[src/rtl/dtree_node_loader.sv]
// Byte-serial loader for the decision-tree node memory: packs configuration bytes
// into node words, writes them in address order, then verifies a trailing XOR checksum.
module dtree_node_loader #(
  parameter int FEATURES      = 3,
  parameter int COEFF_WIDTH   = 4,
  parameter int BIAS_WIDTH    = 4,
  parameter int MAX_CLUSTERS  = 5,
  parameter int CHANNEL_COUNT = 1,
  localparam int NODE_SIZE  = 2 + FEATURES + (FEATURES - 1) * COEFF_WIDTH + BIAS_WIDTH + 1,
  localparam int NODE_BYTES = (NODE_SIZE + 7) / 8,
  localparam int NODES      = MAX_CLUSTERS * CHANNEL_COUNT,
  localparam int ADDR_W     = (NODES > 1) ? $clog2(NODES) : 1
) (
  input  logic                 clk,
  input  logic                 reset,
  input  logic                 restart,
  input  logic                 byte_valid,
  output logic                 byte_ready,
  input  logic [7:0]           byte_data,
  output logic                 wr_node,
  output logic [ADDR_W-1:0]    node_addr,
  output logic [NODE_SIZE-1:0] node_data_in,
  output logic                 load_done,
  output logic                 csum_err
);

  localparam int BCNT_W = (NODE_BYTES > 1) ? $clog2(NODE_BYTES) : 1;

  typedef enum logic [1:0] {S_LOAD, S_WRITE, S_CHECK, S_DONE} state_t;

  state_t                state_q, state_d;
  logic [BCNT_W-1:0]     byte_cnt_q, byte_cnt_d;
  logic [ADDR_W-1:0]     node_cnt_q, node_cnt_d;
  logic [7:0]            xor_q, xor_d;
  logic [NODE_SIZE-1:0]  data_q, data_d;
  logic [ADDR_W-1:0]     addr_q, addr_d;
  logic                  load_done_q, load_done_d;
  logic                  csum_err_q, csum_err_d;
  logic                  accept;

  assign byte_ready   = ((state_q == S_LOAD) || (state_q == S_CHECK)) && !restart;
  assign wr_node      = (state_q == S_WRITE) && !restart;
  assign accept       = byte_valid && byte_ready;
  assign node_addr    = addr_q;
  assign node_data_in = data_q;
  assign load_done    = load_done_q;
  assign csum_err     = csum_err_q;

  always_comb begin
    state_d     = state_q;
    byte_cnt_d  = byte_cnt_q;
    node_cnt_d  = node_cnt_q;
    xor_d       = xor_q;
    data_d      = data_q;
    addr_d      = addr_q;
    load_done_d = load_done_q;
    csum_err_d  = csum_err_q;

    if (restart) begin
      // Node word and address are left as-is; only sequencing state restarts.
      state_d     = S_LOAD;
      byte_cnt_d  = '0;
      node_cnt_d  = '0;
      xor_d       = '0;
      load_done_d = 1'b0;
      csum_err_d  = 1'b0;
    end else begin
      case (state_q)
        S_LOAD: begin
          if (accept) begin
            xor_d = xor_q ^ byte_data;
            // Byte k lands on bits [8k+7:8k]; bits past the node width are dropped.
            for (int b = 0; b < NODE_SIZE; b++) begin
              if ((b / 8) == int'(byte_cnt_q)) begin
                data_d[b] = byte_data[b % 8];
              end
            end
            if (byte_cnt_q == BCNT_W'(NODE_BYTES - 1)) begin
              byte_cnt_d = '0;
              addr_d     = node_cnt_q;
              state_d    = S_WRITE;
            end else begin
              byte_cnt_d = byte_cnt_q + BCNT_W'(1);
            end
          end
        end
        S_WRITE: begin
          node_cnt_d = node_cnt_q + ADDR_W'(1);
          state_d    = (node_cnt_q == ADDR_W'(NODES - 1)) ? S_CHECK : S_LOAD;
        end
        S_CHECK: begin
          if (accept) begin
            csum_err_d  = (byte_data != xor_q);
            load_done_d = 1'b1;
            state_d     = S_DONE;
          end
        end
        default: begin
          state_d = S_DONE;
        end
      endcase
    end
  end

  always_ff @(posedge clk or negedge reset) begin
    if (!reset) begin
      state_q     <= S_LOAD;
      byte_cnt_q  <= '0;
      node_cnt_q  <= '0;
      xor_q       <= '0;
      data_q      <= '0;
      addr_q      <= '0;
      load_done_q <= 1'b0;
      csum_err_q  <= 1'b0;
    end else begin
      state_q     <= state_d;
      byte_cnt_q  <= byte_cnt_d;
      node_cnt_q  <= node_cnt_d;
      xor_q       <= xor_d;
      data_q      <= data_d;
      addr_q      <= addr_d;
      load_done_q <= load_done_d;
      csum_err_q  <= csum_err_d;
    end
  end

endmodule

[config.mk]
export PLATFORM = sky130hd
export DESIGN_NAME = dtree_node_loader
export DESIGN_NICKNAME = d
export VERILOG_FILES = /design/src/rtl/dtree_node_loader.sv
export SDC_FILE = /design/constraint.sdc
export NUM_CORES = 1
export LEC_CHECK = 0
export BUFFER_PORTS_ARGS = -buffer_cell sky130_fd_sc_hd__buf_4
export CORE_AREA = 2 2 82 84
export CTS_BUF_LIST = sky130_fd_sc_hd__clkbuf_4 sky130_fd_sc_hd__clkbuf_8 sky130_fd_sc_hd__clkbuf_16
export CTS_CLUSTER_DIAMETER = 200
export DETAILED_ROUTE_END_ITERATION = 12
export DIE_AREA = 0 0 84 86
export PLACE_DENSITY_LB_ADDON = 0.25
export SYNTH_ARGS = -nofsm -noshare
export SYNTH_HDL_FRONTEND = slang
export SYNTH_SLANG_ARGS = --single-unit
[constraint.sdc]
create_clock -name clk -period 3.8 [get_ports clk]
set_input_delay 0.19 -clock clk [delete_from_list [all_inputs] [get_ports clk]]
set_output_delay 0.19 -clock clk [all_outputs]
set_load 0.01 [all_outputs]
==> out/metrics.cfg <==
[run_status]
status = finished, final reports clean

[synthesis]
ys_warn_count = 0
syn_area_mm2 = 0.00173
async_flop_share_pct = 100
synth_cell_type_count = 27
synth_cells = 134
ys.flop_type = dfrtp_1
syn_avg_cell_area_um2 = 12.9
synth_edf_count = 0
ys_seq_elements = 38
synth_seq_area_share_pct = 55.0
synth.net_count = 148

[critical_path]
crit_fanout = 16
r2r_end = node_data_in[12]
critPathLaunchType = flip-flop
reg2reg_depth = 3
cp_slowest_cell = or3b_1
r2r_start = state_q[0]
worst-setup-path-type = flip-flop to flip-flop
end_kind = flip-flop
reg2reg_setup_slack_ps = 1760
crit_family = simple AND/OR/NAND/NOR gates
crit_buf_inv = 0
arrival_ps = 2220
path_cells = nor3b_2, or3b_1, mux2_4
required_ps = 3980
max_stage_delay_ps = 630

[final_layout]
nets = 186
diodes = 0
final_util_pct = 34.6
final_cell_area_mm2 = 0.00217
drive_above_1_share_pct = 38.2
synthToLayoutAreaGrowth_pct = 25.6

[sta]
setup_tns_ps = 0
hold_viol_final = 0
maxSlewViolCount = 0
fin_hold_ws_ps = 159
grt_setup_unrepaired = false
max_freq_ghz = 0.490
worst_pin_slew_ps = 552
finalCritPeriodShare_pct = 53.7
fin_skew_ps = 5.47
setup_viol_count_final = 0
layout_min_cycle_time_ps = 2040
slew_headroom_pct = 63.1

[drt]
wl_mm = 3.56
drt_iter0_markers = 79
dr.max_layer_used = met4
wl_per_cell_um = 14.2
drt-met1-wl_mm = 1.65
drt_first_pass_iters = 4
ant_nets = 0
drc = 0
dr_wl_met3_um = 182
viasPerCell = 4.56
wl_met2_mm = 1.67
vias = 1139

[floorplanning]
die_area_mm2 = 0.00722
dieWidth_um = 84
io-pin-count = 37
coreArea_mm2 = 0.00628
fp-row-count = 29
initial_core_util_pct = 27.5
die_y_um = 86

[run]
max_cap_viol_count = 0

[clock_network]
cts-hold-fix-buffers = 1
clockBufferDepth = 2
clk_latency_ps = 290
path_clk_slew_ps = 80
numCtsBuffers = 5
cts_resized = 0
cts_root_buf = clkbuf_8
cts_sinks = 38
cts_setup_buffers = 0
cts_tree = yes
htreeDepth = 2

[global_routing]
grt-ovfl-total = 0
grt_usage_pct = 10.7
grt_pass1_vias = 1172
grt_start_max_net_pins = 39
antenna_found_initial = 0
grt_pass1_wl_mm = 6.01

[place]
hpwl_mm = 2.52
globalplace.congestion = 0.778
placed_cell_area_mm2 = 0.00206
port_buffers = 36

[hold_path]
hold_start = byte_data[2]
hold-path-cell-count = 2
min_to = node_data_in[10]
hold_class = input pin to flip-flop

[power]
leakagePower_nw = 1.04
peakVddDrop_uv = 220
power_density_mw_per_mm2 = 495
p_total_mw = 1.07

==> metrics by stage <==
| stage | std cells | setup WS (ps) |
|---|---|---|
| after floorplan | 134 | 2180 |
| after global placement | 241 | 1830 |
| after detailed placement | 241 | 1760 |
| after CTS | 250 | 1750 |
| after global routing | 250 | 1630 |
| final | 250 | 1760 |
==> Yosys cell counts (2+ instances only) <==
cell | instances | area [um^2]
clkbuf_1 | 4 | 15.0
dfrtp_1 | 38 | 951
ha_1 | 2 | 25.0
inv_1 | 2 | 7.51
mux2_2 | 13 | 146
mux2_4 | 8 | 120
nand2b_1 | 2 | 12.5
nand3b_1 | 2 | 15.0
nor2_1 | 20 | 75.1
nor2b_1 | 2 | 12.5
nor4bb_1 | 8 | 80.1
o21ai_0 | 2 | 10.0
xnor2_1 | 11 | 96.3
xor2_1 | 7 | 61.3
==> power by group <==
group / switching, mW / internal, mW / total [mW]
combinational: 0.104 / 0.162 / 0.265
sequential: 0.0420 / 0.472 / 0.514
clock: 0.141 / 0.153 / 0.294
total: 0.286 / 0.787 / 1.07
==> how the worst max path moves through the flow <==
stage	from	slack, ps	cells past startpoint	end
detailed placement	state_q[0]	1760	3	node_data_in[12]
global route	state_q[0]	1630	3	node_data_in[9]
finish	state_q[0]	1760	3	node_data_in[12]
global placement	state_q[0]	1830	3	node_data_in[15]
CTS	state_q[0]	1750	3	node_data_in[12]
floorplan	state_q[0]	2180	4	node_data_in[10]
==> layout make-up <==
cell class | instances | area [um^2]
clock buffers | 7 | 90.1
clock inverters | 1 | 5.00
fillers | 638 | 4110
inverters | 2 | 7.51
multi-input cells | 88 | 739
flip-flops and latches | 38 | 951
well taps | 77 | 96.3
repair buffers | 37 | 280
==> placed cells by master, fill, tap and decap left out, drive strengths merged <==
| master | count |
|---|---|
| nand3 | 1 |
| clkinv | 1 |
| or3b | 1 |
| a31oi | 1 |
| clkbuf | 7 |
| ha | 2 |
| nor4bb | 8 |
| nor4 | 1 |
| mux2 | 21 |
| nor3 | 1 |
| xor2 | 7 |
| mux2i | 1 |
| o21ai | 2 |
| and3b | 1 |
| nor2b | 2 |
| nand2b | 2 |
| dlygate4sd3 | 1 |
| xnor2 | 11 |
| nor3b | 2 |
| a311oi | 1 |
| buf | 36 |
| inv | 2 |
| nand3b | 2 |
| and3 | 1 |
| dfrtp | 38 |
| nor2 | 20 |
==> per-layer routing <==
layer	up-vias	GRT usage, %
met5	-	0
met4	0	3.96
met3	5	3.95
met2	25	16.3
met1	578	14.0
li1	531	-
==> worst register-to-register path: cells and delay by family, from the launching register on <==
kind          cells  cell delay (ps)
mux               1              390
simple gates      2              990
flops             1              550
==> registers in the layout (all words and copies together) (netlist names) <==
signal,flops
byte_cnt_q,2
node_cnt_q,3
state_q,2
csum_err,1
node_addr,3
xor_q,8
node_data_in,18
load_done,1
==> cells by family (layout without fill, tap and decap cells) <==
family                   Yosys count  after routing  share of synthesized area (%)
AO/OA/AOI/OAI                      4              4                           1.45
adder cells (fa/ha/maj)            2              2                           1.45
flip-flops                        38             38                           55.0
multiplexers                      22             22                           16.0
AND/OR/NAND/NOR                   42             42                           14.8
buffers and inverters              8             47                           2.17
XOR/XNOR                          18             18                           9.12
Power figures use the tool's default switching activity.
